==> config.mk <==
export PLATFORM = sky130hd
export DESIGN_NAME = hazard_ctrl
export DESIGN_NICKNAME = d
export VERILOG_FILES = /design/src/rtl/hazard_ctrl.sv
export SDC_FILE = /design/constraint.sdc
export NUM_CORES = 1
export LEC_CHECK = 0
export BUFFER_PORTS_ARGS = -buffer_cell sky130_fd_sc_hd__buf_2
export CORE_MARGIN = 2
export CORE_UTILIZATION = 30
export CTS_CLUSTER_DIAMETER = 200
export DETAILED_ROUTE_END_ITERATION = 6
export PLACE_DENSITY = 0.73
export SETUP_SLACK_MARGIN = 0.5
export SYNTH_ARGS = -nofsm -noshare
export SYNTH_HDL_FRONTEND = slang
export SYNTH_SLANG_ARGS = --single-unit
==> constraint.sdc <==
create_clock -name clk -period 1.61 [get_ports clk]
set_input_delay 0.161 -clock clk [delete_from_list [all_inputs] [get_ports clk]]
set_output_delay 0.161 -clock clk [all_outputs]
set_load 0.02 [all_outputs]
==> src/rtl/hazard_ctrl.sv <==
// hazard_ctrl -- pipeline hazard controller for a 5-stage in-order core.
//
// Resolves load-use stalls, branch flushes and cache-miss stalls with a fixed
// priority (dmiss > branch > load-use > imiss), produces E-stage operand
// forwarding selects, and tracks the stall condition in a small FSM.
//
// Ports
//   clk, rst_n                     clock, synchronous active-low reset
//   valid_d, valid_e               D / E stage valid bits
//   RS1_d, RS2_d, RS1_e, RS2_e     source registers in D and E
//   Rd_e, Rd_m, Rd_w               destination registers in E, M, W
//   RegWrite_e/_m/_w               write-back enables per stage
//   ResultSrc_e                    E result select (01 = load)
//   PCSrc_e                        taken branch / jump resolved in E
//   imiss, dmiss                   I-cache fetch / D-cache access pending
//   pc_en, en_fd, en_de, en_em     advance enables (0 = hold)
//   flush_fd_n .. flush_mw_n       active-low bubble inserts
//   ForwardA_e, ForwardB_e         00 regfile, 10 M result, 01 W result
//   stall_state                    00 RUN, 01 ISTALL, 10 DSTALL
//   stall_cycles, flush_count      performance counters
//
// Build option: define HAZARD_PERF_CNT_EN to implement the saturating
// performance counters; otherwise both read as constant zero.

module hazard_ctrl #(
  parameter int unsigned REG_ADDR_WIDTH = 5,
  parameter int unsigned SRC_WIDTH      = 2
) (
  input  logic                      clk,
  input  logic                      rst_n,
  input  logic                      valid_d,
  input  logic                      valid_e,
  input  logic [REG_ADDR_WIDTH-1:0] RS1_d,
  input  logic [REG_ADDR_WIDTH-1:0] RS2_d,
  input  logic [REG_ADDR_WIDTH-1:0] RS1_e,
  input  logic [REG_ADDR_WIDTH-1:0] RS2_e,
  input  logic [REG_ADDR_WIDTH-1:0] Rd_e,
  input  logic [REG_ADDR_WIDTH-1:0] Rd_m,
  input  logic [REG_ADDR_WIDTH-1:0] Rd_w,
  input  logic                      RegWrite_e,
  input  logic                      RegWrite_m,
  input  logic                      RegWrite_w,
  input  logic [SRC_WIDTH-1:0]      ResultSrc_e,
  input  logic                      PCSrc_e,
  input  logic                      imiss,
  input  logic                      dmiss,
  output logic                      pc_en,
  output logic                      en_fd,
  output logic                      en_de,
  output logic                      en_em,
  output logic                      flush_fd_n,
  output logic                      flush_de_n,
  output logic                      flush_em_n,
  output logic                      flush_mw_n,
  output logic [1:0]                ForwardA_e,
  output logic [1:0]                ForwardB_e,
  output logic [1:0]                stall_state,
  output logic [31:0]               stall_cycles,
  output logic [31:0]               flush_count
);

  typedef enum logic [1:0] {
    StRun    = 2'b00,
    StIStall = 2'b01,
    StDStall = 2'b10
  } state_e;

  state_e state_q, state_d;

  logic lu, br;

  assign lu = valid_d && valid_e && RegWrite_e && (ResultSrc_e == SRC_WIDTH'(1)) &&
              (Rd_e != '0) && ((Rd_e == RS1_d) || (Rd_e == RS2_d));
  assign br = valid_e && PCSrc_e;

  // Stall / flush decode, strict priority dmiss > br > lu > imiss.
  always_comb begin
    pc_en      = 1'b1;
    en_fd      = 1'b1;
    en_de      = 1'b1;
    en_em      = 1'b1;
    flush_fd_n = 1'b1;
    flush_de_n = 1'b1;
    flush_em_n = 1'b1;
    flush_mw_n = 1'b1;
    if (!rst_n) begin
      pc_en      = 1'b0;
      en_fd      = 1'b0;
      en_de      = 1'b0;
      en_em      = 1'b0;
      flush_fd_n = 1'b0;
      flush_de_n = 1'b0;
      flush_em_n = 1'b0;
      flush_mw_n = 1'b0;
    end else if (dmiss) begin
      pc_en      = 1'b0;
      en_fd      = 1'b0;
      en_de      = 1'b0;
      en_em      = 1'b0;
      flush_mw_n = 1'b0;
    end else if (br && imiss) begin
      // Park the branch in E until the redirected fetch can be issued.
      pc_en      = 1'b0;
      en_fd      = 1'b0;
      en_de      = 1'b0;
      flush_em_n = 1'b0;
    end else if (br) begin
      flush_fd_n = 1'b0;
      flush_de_n = 1'b0;
    end else if (lu) begin
      pc_en      = 1'b0;
      en_fd      = 1'b0;
      flush_de_n = 1'b0;
    end else if (imiss) begin
      pc_en      = 1'b0;
      flush_fd_n = 1'b0;
    end
  end

  // Operand forwarding; the younger M result wins over W.
  always_comb begin
    ForwardA_e = 2'b00;
    ForwardB_e = 2'b00;
    if (rst_n) begin
      if (RegWrite_m && (Rd_m != '0) && (Rd_m == RS1_e)) begin
        ForwardA_e = 2'b10;
      end else if (RegWrite_w && (Rd_w != '0) && (Rd_w == RS1_e)) begin
        ForwardA_e = 2'b01;
      end
      if (RegWrite_m && (Rd_m != '0) && (Rd_m == RS2_e)) begin
        ForwardB_e = 2'b10;
      end else if (RegWrite_w && (Rd_w != '0) && (Rd_w == RS2_e)) begin
        ForwardB_e = 2'b01;
      end
    end
  end

  always_comb begin
    state_d = state_q;
    unique case (state_q)
      StRun: begin
        if (dmiss) begin
          state_d = StDStall;
        end else if (imiss) begin
          state_d = StIStall;
        end
      end
      StIStall: begin
        if (dmiss) begin
          state_d = StDStall;
        end else if (!imiss) begin
          state_d = StRun;
        end
      end
      StDStall: begin
        if (!dmiss) begin
          state_d = imiss ? StIStall : StRun;
        end
      end
      default: state_d = StRun;
    endcase
  end

  always_ff @(posedge clk) begin
    if (!rst_n) begin
      state_q <= StRun;
    end else begin
      state_q <= state_d;
    end
  end

  // Gated so the state reads RUN for the whole reset window, not just after the edge.
  assign stall_state = rst_n ? state_q : StRun;

`ifdef HAZARD_PERF_CNT_EN
  logic [31:0] stall_cnt_q, stall_cnt_d;
  logic [31:0] flush_cnt_q, flush_cnt_d;
  logic        br_flush;

  // Only the branch path (not the imiss path) counts as a flush event.
  assign br_flush = br && !dmiss && !imiss;

  always_comb begin
    stall_cnt_d = stall_cnt_q;
    flush_cnt_d = flush_cnt_q;
    if (!pc_en && (stall_cnt_q != '1)) begin
      stall_cnt_d = stall_cnt_q + 32'd1;
    end
    if (br_flush && (flush_cnt_q != '1)) begin
      flush_cnt_d = flush_cnt_q + 32'd1;
    end
  end

  always_ff @(posedge clk) begin
    if (!rst_n) begin
      stall_cnt_q <= '0;
      flush_cnt_q <= '0;
    end else begin
      stall_cnt_q <= stall_cnt_d;
      flush_cnt_q <= flush_cnt_d;
    end
  end

  assign stall_cycles = rst_n ? stall_cnt_q : '0;
  assign flush_count  = rst_n ? flush_cnt_q : '0;
`else
  assign stall_cycles = '0;
  assign flush_count  = '0;
`endif

endmodule

==> results.yml, run 1 <==
status:
  status: "finished with violations"
  failed_checks: "setup timing"
power:
  internal-power_w: 0.0003092
  p_sw_share_pct: 50.30
  p_clk_share_pct: 18.2
  netSwitchingPower_w: 0.0003129
  power.leakage_nw: 0.8217
  fin_total_pwr_w: 0.0006221
  combPwrFrac_pct: 73.3
  seqPwrFrac_pct: 8.6
  peakVddDrop_mv: 0.1157
  power_density_nw_per_um2: 389.4
logic_synthesis:
  synth_area_per_cell_sq_um: 7.586
  synth.top_cell.area_share_pct: 44.98
  ys_types: 26
  synth_area_leaders: "buf_4, xnor2_1, xor2_1"
  ys_warn_count: 0
  synthCells: 143
  synth-seq-cells: 2
  netlist_area_sq_um: 1085
  synth_top_cell_by_area: "buf_4"
  yosysSeqAreaShare_pct: 3.691
setup_path:
  r2r_slack_ns: 0.97
  path_cells: "buf_8, buf_4, xor2_1, or4_4, nor4_4, buf_4"
  crit_family: "simple AND/OR/NAND/NOR gates"
  startpoint_type: "input pin"
  regToRegEndpoint: "state_q[1]$_SDFFE_PN0P_"
  cp_num_buf_inv: 3
  rr_worst_depth: 2
  arrival_ns: 1.52
  end_kind: "primary output"
  cp.required_ns: 1.45
  crit_fanout: 3
  r2r-start: "state_q[0]$_SDFFE_PN0P_"
  path_common_cell: "buf_4"
  critPathMaxStageDelay_ns: 0.54
  cp_slowest_cell: "or4_4"
  critical_path_class: "input pin to primary output"
min_path:
  hold_path_depth: 2
  holdPathEnd: "state_q[0]$_SDFFE_PN0P_"
  min_path_type: "input pin to register"
  hp-start: "imiss"
routing:
  viasPerCell: 3.833
  drt_first_iter_violations: 13
  wl_um: 2650
  ant_nets: 0
  first_pass_iters: 4
  wire_per_inst_um: 9.815
  drc_errors: 0
  num_vias: 1035
clocking:
  cts_tree: "yes"
  numCtsBuffers: 3
  htreeDepth: 1
  cts-root-buf: "clkbuf_4"
  cts.sinks: 2
  hold_buffers: 0
  clock_path_buffers: 2
  clk_latency_ns: 0.22
  clk_pin_slew_ns: 0.03
finish:
  final_common_cell: "conb_1"
  fin_util_pct: 46.78
  drive_gt1_share_pct: 46.88
  fillers: 344
  largest_register_ffs: 2
  final_cell_mix: "conb_1, buf_2, buf_4"
  regMostFlops: "state_q"
  layout.nets: 273
  area_delta_synth_final_pct: 47.29
  antenna_cells: 0
  reg_top3: "state_q x2"
global_routing:
  grt_pass1_wl_um: 3870
  grt_start_max_net_pins: 10
  grt_use_total_pct: 11.81
  grt_pass1_vias: 926
  gr-total-overflow: 0
  grt_antenna_before_repair: 0
timing:
  fin_crit_sh_pct: 104.3
  fin_worst_skew_ns: 0.0008156
  setup-tns-final_ns: -0.1794
  hold_viol_final: 0
  worst_slack_ns: -0.06993
  setup_viol: 4
  grt_setup_unrepaired: "yes"
  fin_crit_ns: 1.680
  fmax_ghz: 0.5953
  slew_violations: 0
placed_design:
  gp_congestion: 0.7927
  portBuffers: 60
  hpwl_um: 2333
  pre_cts_slack_ns: -0.1185
floorplan:
  die_h_um: 64.13
  die_w_um: 64.13
  fp-row-count: 21
  core_sq_um: 3416
  boundaryPins: 125
  initial_core_util_pct: 31.76
  dieArea_sq_um: 4113
job:
  cap_violations: 0
==> power groups by stage <==
stage | clock (W) | combinational (W) | sequential [W]
3_5_place_dp | 0 | 0.000416 | 0.0000539
2_1_floorplan | 0 | 0.000386 | 0.0000537
3_3_place_gp | 0 | 0.000412 | 0.0000538
5_1_grt | 0.000126 | 0.000490 | 0.0000536
4_1_cts | 0.000121 | 0.000436 | 0.0000533
6_report | 0.000113 | 0.000456 | 0.0000532
==> metal layers <==
metal | wire length, um | GRT usage (%) | vias to the layer above
li1 | - | - | 508
met1 | 854 | 13.27 | 456
met2 | 1481 | 21.88 | 71
met3 | 314 | 1.937 | 0
met4 | 0 | 4.787 | 0
met5 | 0 | 0 | -
==> worst max-delay path by stage <==
stage | end | slack (ns) | cells after the start | start
after floorplan | pc_en | 0.08 | 4 | Rd_e[1]
after global placement | ForwardA_e[0] | -0.1 | 6 | Rd_w[3]
after detailed placement | ForwardA_e[0] | -0.12 | 6 | Rd_w[4]
after CTS | pc_en | -0.09 | 6 | Rd_e[1]
after global routing | pc_en | -0.13 | 6 | Rd_e[1]
final | ForwardA_e[0] | -0.07 | 6 | Rd_w[2]
==> cell families after synthesis <==
logic type	synth area share [%]
AO/OA/AOI/OAI	8.766
other	0.3457
XOR/XNOR	25.03
AND/OR/NAND/NOR	16.84
buffers and inverters	45.33
flip-flops	3.691
==> metrics by stage <==
stage | cells | hold WS (ns) | area (sq um)
global placement | 265 | 0.5127 | 1426
detailed placement | 265 | 0.5150 | 1426
finish | 270 | 0.2843 | 1598
global route | 270 | 0.2977 | 1598
floorplan | 206 | 0.3069 | 1421
CTS | 269 | 0.2746 | 1531
==> repair_timing <==
action                     CTS  global route
gates resized for setup     21            16
pin swaps                   12             9
setup buffers                1             1
setup endpoints to repair   11            11
==> synth_stat cells, drive strengths merged <==
| library cell | n |
|---|---|
| a2111oi | 1 |
| a21bo | 1 |
| a21boi | 1 |
| a21oi | 2 |
| and2 | 5 |
| and3 | 2 |
| and4b | 1 |
| buf | 65 |
| conb | 1 |
| dfxtp | 2 |
| inv | 1 |
| nand2 | 4 |
| nand3 | 5 |
| nor2 | 4 |
| nor3b | 1 |
| nor4 | 4 |
| o211ai | 2 |
| o21ai | 3 |
| o22ai | 1 |
| o31ai | 1 |
| or4 | 5 |
| xnor2 | 16 |
| xor2 | 15 |
==> layout make-up <==
type | instances | area [sq um] | share of cell area [%]
multi-input combinational | 138 | 914.6 | 57.24
timing repair buffer | 80 | 559.3 | 35.00
tap | 46 | 57.56 | 3.602
sequential | 2 | 40.04 | 2.506
clock buffer | 3 | 22.52 | 1.410
inverter | 1 | 3.754 | 0.2349
==> worst reg2reg max path, stage by stage, from the launching register on <==
cell	delay [ns]
dfxtp_1	0.31
nand2_1	0.06
and3_1	0.17
Note: power is estimated with default switching activity, not from simulation.
==> inputs of run 2 (changes only) <==
PLACE_DENSITY = 0.7   (was 0.73)
==> run 2 against run 1 <==
Against the previous run: the run still ends with setup timing left; critical path depth is 1 higher; utilization barely moved; clock power is essentially flat; register-to-register slack about the same; non-clock buffer count unchanged; routed wire length up 3.7%; combinational power up 0.9%; sequential power barely moved; first-iteration DRC count down 46%; design area about the same; clock skew grew 0.0016 ns; maximum frequency up 1.4%; critical endpoint is now flush_fd_n; largest cell class unchanged.
==> results.yml, run 2 (same netlist as run 1, synthesis figures left out) <==
routing:
  viasPerCell: 3.822
  drc_errors: 0
  drt_first_iter_violations: 7
  first_pass_iters: 4
  num_vias: 1032
  wl_um: 2747
  wire_per_inst_um: 10.17
  ant_nets: 0
setup_path:
  rr_worst_depth: 2
  crit_fanout: 2
  startpoint_type: "input pin"
  arrival_ns: 1.50
  critPathMaxStageDelay_ns: 0.52
  critPathLaunch: "Rd_e[1]"
  cp_slowest_cell: "or4_4"
  r2r-start: "state_q[1]$_SDFFE_PN0P_"
  cp.required_ns: 1.45
  r2r_slack_ns: 0.96
  end_kind: "primary output"
  path_common_cell: "buf_6"
  critical_path_class: "input pin to primary output"
  regToRegEndpoint: "state_q[0]$_SDFFE_PN0P_"
  crit_end: "flush_fd_n"
  path_cells: "buf_6, or4_4, o211ai_2, buf_4, nor2_4, a21bo_2, buf_6"
timing:
  setup_viol: 5
  fin_worst_skew_ns: 0.002465
  fin_crit_sh_pct: 102.9
  grt_setup_unrepaired: "yes"
  fmax_ghz: 0.6038
  slew_violations: 0
  fin_crit_ns: 1.656
  worst_slack_ns: -0.04613
  hold_viol_final: 0
floorplan:
  initial_core_util_pct: 31.76
  fp-row-count: 21
  core_sq_um: 3416
  dieArea_sq_um: 4113
  boundaryPins: 125
  die_h_um: 64.13
  die_w_um: 64.13
global_routing:
  grt_start_max_net_pins: 10
  grt_pass1_wl_um: 3657
  grt_use_total_pct: 11.04
  grt_pass1_vias: 882
  gr-total-overflow: 0
  grt_antenna_before_repair: 0
power:
  power.leakage_nw: 0.8180
  peakVddDrop_mv: 0.1225
  power_density_nw_per_um2: 390.2
clocking:
  htreeDepth: 1
  clk_latency_ns: 0.22
  numCtsBuffers: 3
  cts.sinks: 2
  cts_tree: "yes"
  clk_pin_slew_ns: 0.03
  cts-root-buf: "clkbuf_4"
  hold_buffers: 0
  clock_path_buffers: 2
placed_design:
  gp_congestion: 0.7736
  pre_cts_slack_ns: -0.08533
  place_area_sq_um: 1411
  hpwl_um: 2277
  portBuffers: 60
min_path:
  min_path_type: "input pin to register"
status:
  status: "finished with violations"
  failed_checks: "setup timing"
finish:
  regMostFlops: "state_q"
  drive_gt1_share_pct: 46.88
  fillers: 365
  area_delta_synth_final_pct: 47.17
  design_area_sq_um: 1597
  final_cell_mix: "conb_1, buf_2, buf_4"
  final_common_cell: "conb_1"
  reg_top3: "state_q x2"
  antenna_cells: 0
  largest_register_ffs: 2
  layout.nets: 273
job:
  cap_violations: 0
[run 2: cell counts in the layout (fill, tap and decap cells not counted)]
Identical to the previous run, type by type.
[run 2: timing repair]
| item | in CTS | in global routing |
|---|---|---|
| pin swaps | 7 | 10 |
| setup endpoints to repair | 11 | 11 |
| buffers inserted | 1 | 3 |
| gates resized for setup | 18 | 19 |
[run 2: power by group]
group          internal [W]  total [W]  switching (W)  leakage (nW)
sequential        0.0000524  0.0000532    0.000000799        0.0165
clock             0.0000822   0.000110      0.0000278        0.0138
combinational      0.000173   0.000460       0.000287         0.788
total              0.000307   0.000623       0.000316         0.818
[run 2: area by class of cell]
class | count | area (sq um) | share of cell area (%)
multi-input combinational | 138 | 922.1 | 57.76
timing repair buffer | 80 | 550.5 | 34.48
tap | 46 | 57.56 | 3.605
sequential | 2 | 40.04 | 2.508
clock buffer | 3 | 22.52 | 1.411
inverter | 1 | 3.754 | 0.2351
[run 2: per-stage QoR]
stage	utilization (%)	total power [W]	TNS (ns)	cells	hold WS, ns
after floorplan	-	0.0004393	0	206	0.3069
after global placement	41.32	0.0004642	-0.3165	263	0.5159
after detailed placement	41.32	0.0004678	-0.2908	263	0.5197
after CTS	44.03	0.0006024	-0.1504	267	0.2825
after global routing	46.74	0.0006618	-0.4027	270	0.3054
final	46.74	0.0006229	-0.1316	270	0.2920
[run 2: layer usage]
layer / vias to the layer above / share of wire [%] / track usage, %
li1: 508 / - / -
met1: 458 / 31 / 10.82
met2: 66 / 57 / 22.14
met3: 0 / 11 / 2.465
met4: 0 / 0 / 3.989
met5: - / 0 / 0
[run 2: worst max-delay path, delay by kind of cell]
kind                   cells  cell delay [ns]
AND/OR/NAND/NOR            2             0.56
AO/OA/AOI/OAI              2             0.40
buffers and inverters      3             0.38
[run 2: worst min-delay path by stage]
stage                     depth (start not counted)                      end  slack, ns   from
after floorplan                                   1  state_q[1]$_SDFFE_PN0P_       0.31  dmiss
after global placement                            2  state_q[0]$_SDFFE_PN0P_       0.52  imiss
after detailed placement                          2  state_q[0]$_SDFFE_PN0P_       0.52  imiss
after CTS                                         2  state_q[1]$_SDFFE_PN0P_       0.28  dmiss
after global routing                              2  state_q[0]$_SDFFE_PN0P_       0.31  imiss
final                                             2  state_q[0]$_SDFFE_PN0P_       0.29  imiss
==> inputs of run 3 (changes only) <==
RECOVER_POWER = 25   (was unset)
==> run 3 against run 2 <==
Against the previous run: the flow still finishes with violations (setup timing); worst setup slack about the same; critical path depth unchanged; first-iteration DRC count unchanged; global-route usage unchanged; sequential cell count unchanged; maximum frequency about the same; non-clock buffer count unchanged; combinational power about the same; via count about the same; sequential share of layout area unchanged; power about the same; highest routed layer unchanged.
==> results.yml, run 3 (same netlist as run 1, synthesis figures left out) <==
setup_path:
  end_kind: "primary output"
  arrival_ns: 1.50
  crit_fanout: 2
  rr_worst_depth: 2
  cp_slowest_cell: "or4_4"
  startpoint_type: "input pin"
  path_common_cell: "buf_6"
  cp.required_ns: 1.45
  critical_path_class: "input pin to primary output"
  cp_num_buf_inv: 3
  r2r-start: "state_q[1]$_SDFFE_PN0P_"
  critPathMaxStageDelay_ns: 0.52
  crit_family: "simple AND/OR/NAND/NOR gates"
  path_cells: "buf_6, or4_4, o211ai_2, buf_4, nor2_4, a21bo_2, buf_6"
  r2r_slack_ns: 0.96
  regToRegEndpoint: "state_q[0]$_SDFFE_PN0P_"
status:
  failed_checks: "setup timing"
  status: "finished with violations"
routing:
  ant_nets: 0
  drt_first_iter_violations: 7
  viasPerCell: 3.826
  first_pass_iters: 4
  wl_um: 2748
  num_vias: 1033
  wire_per_inst_um: 10.18
  drc_errors: 0
floorplan:
  fp-row-count: 21
  die_w_um: 64.13
  dieArea_sq_um: 4113
  die_h_um: 64.13
  initial_core_util_pct: 31.76
  core_sq_um: 3416
  boundaryPins: 125
finish:
  design_area_sq_um: 1597
  fin_util_pct: 46.74
  final_cell_mix: "conb_1, buf_2, buf_4"
  layout.nets: 273
  fillers: 365
  instances_no_fill: 270
  largest_register_ffs: 2
  area_delta_synth_final_pct: 47.17
  final_common_cell: "conb_1"
  antenna_cells: 0
  drive_gt1_share_pct: 46.43
  reg_top3: "state_q x2"
  regMostFlops: "state_q"
global_routing:
  gr-total-overflow: 0
  grt_start_max_net_pins: 10
  grt_use_total_pct: 11.04
  grt_pass1_vias: 882
  grt_pass1_wl_um: 3657
  grt_antenna_before_repair: 0
clocking:
  cts-root-buf: "clkbuf_4"
  clk_latency_ns: 0.22
  clock_path_buffers: 2
  cts.sinks: 2
  hold_buffers: 0
  numCtsBuffers: 3
  cts_tree: "yes"
  clk_pin_slew_ns: 0.03
  htreeDepth: 1
placed_design:
  place_area_sq_um: 1411
  portBuffers: 60
  place_inst: 263
  gp_congestion: 0.7736
  hpwl_um: 2277
timing:
  grt_setup_unrepaired: "yes"
  slew_violations: 0
  hold_viol_final: 0
  fmax_ghz: 0.6038
  setup-tns-final_ns: -0.1318
  fin_worst_skew_ns: 0.002465
  setup_viol: 5
  worst_slack_ns: -0.04622
  fin_crit_sh_pct: 102.9
  fin_crit_ns: 1.656
min_path:
  hold_path_depth: 2
  hp-start: "imiss"
  min_path_type: "input pin to register"
  holdPathEnd: "state_q[0]$_SDFFE_PN0P_"
power:
  peakVddDrop_mv: 0.1225
  power.leakage_nw: 0.8191
  fin_total_pwr_w: 0.0006226
  power_density_nw_per_um2: 390.0
job:
  cap_violations: 0
-- run 3: cell counts in the layout (fill, tap and decap cells not counted) --
Identical to the previous run, type by type.
-- run 3: worst max path at each step --
stage / endpoint / cells past startpoint / startpoint
after global placement: pc_en / 6 / Rd_e[1]
final: flush_fd_n / 7 / Rd_e[1]
after global routing: pc_en / 6 / Rd_e[1]
after floorplan: pc_en / 4 / Rd_e[1]
after detailed placement: ForwardA_e[0] / 6 / Rd_w[4]
after CTS: pc_en / 6 / Rd_e[1]
-- run 3: layout make-up --
cell class | count | area (sq um) | area share, %
repair buffers | 80 | 550.5 | 34.48
clock buffers | 3 | 22.52 | 1.411
flip-flops and latches | 2 | 40.04 | 2.508
inverters | 1 | 3.754 | 0.2351
well taps | 46 | 57.56 | 3.605
multi-input cells | 138 | 922.1 | 57.76
-- run 3: metrics by stage --
stage	hold slack, ns	setup slack, ns
global placement	0.5159	-0.1009
floorplan	0.3069	0.08118
global route	0.3054	-0.09331
detailed placement	0.5197	-0.08533
CTS	0.2825	-0.06074
finish	0.2920	-0.04622
-- run 3: routing by layer --
metal / track usage [%] / wire length, um / up-vias
met4: 3.989 / 0 / 0
li1: - / - / 508
met2: 22.14 / 1568 / 66
met5: 0 / 0 / -
met3: 2.465 / 314 / 0
met1: 10.82 / 865 / 459
-- run 3: repair_timing --
action | 4_1_cts | 5_1_grt
resized for setup | 18 | 19
buffers inserted | 1 | 3
setup endpoints to repair | 11 | 11
pin swaps | 7 | 10
gates cloned | 0 | 0
-- run 3: where the power goes --
part	internal, W	switching [W]	total [W]	leakage (nW)
clock	0.0000822	0.0000278	0.000110	0.0138
sequential	0.0000524	0.000000799	0.0000532	0.0165
combinational	0.000173	0.000287	0.000459	0.789
total	0.000307	0.000315	0.000623	0.819
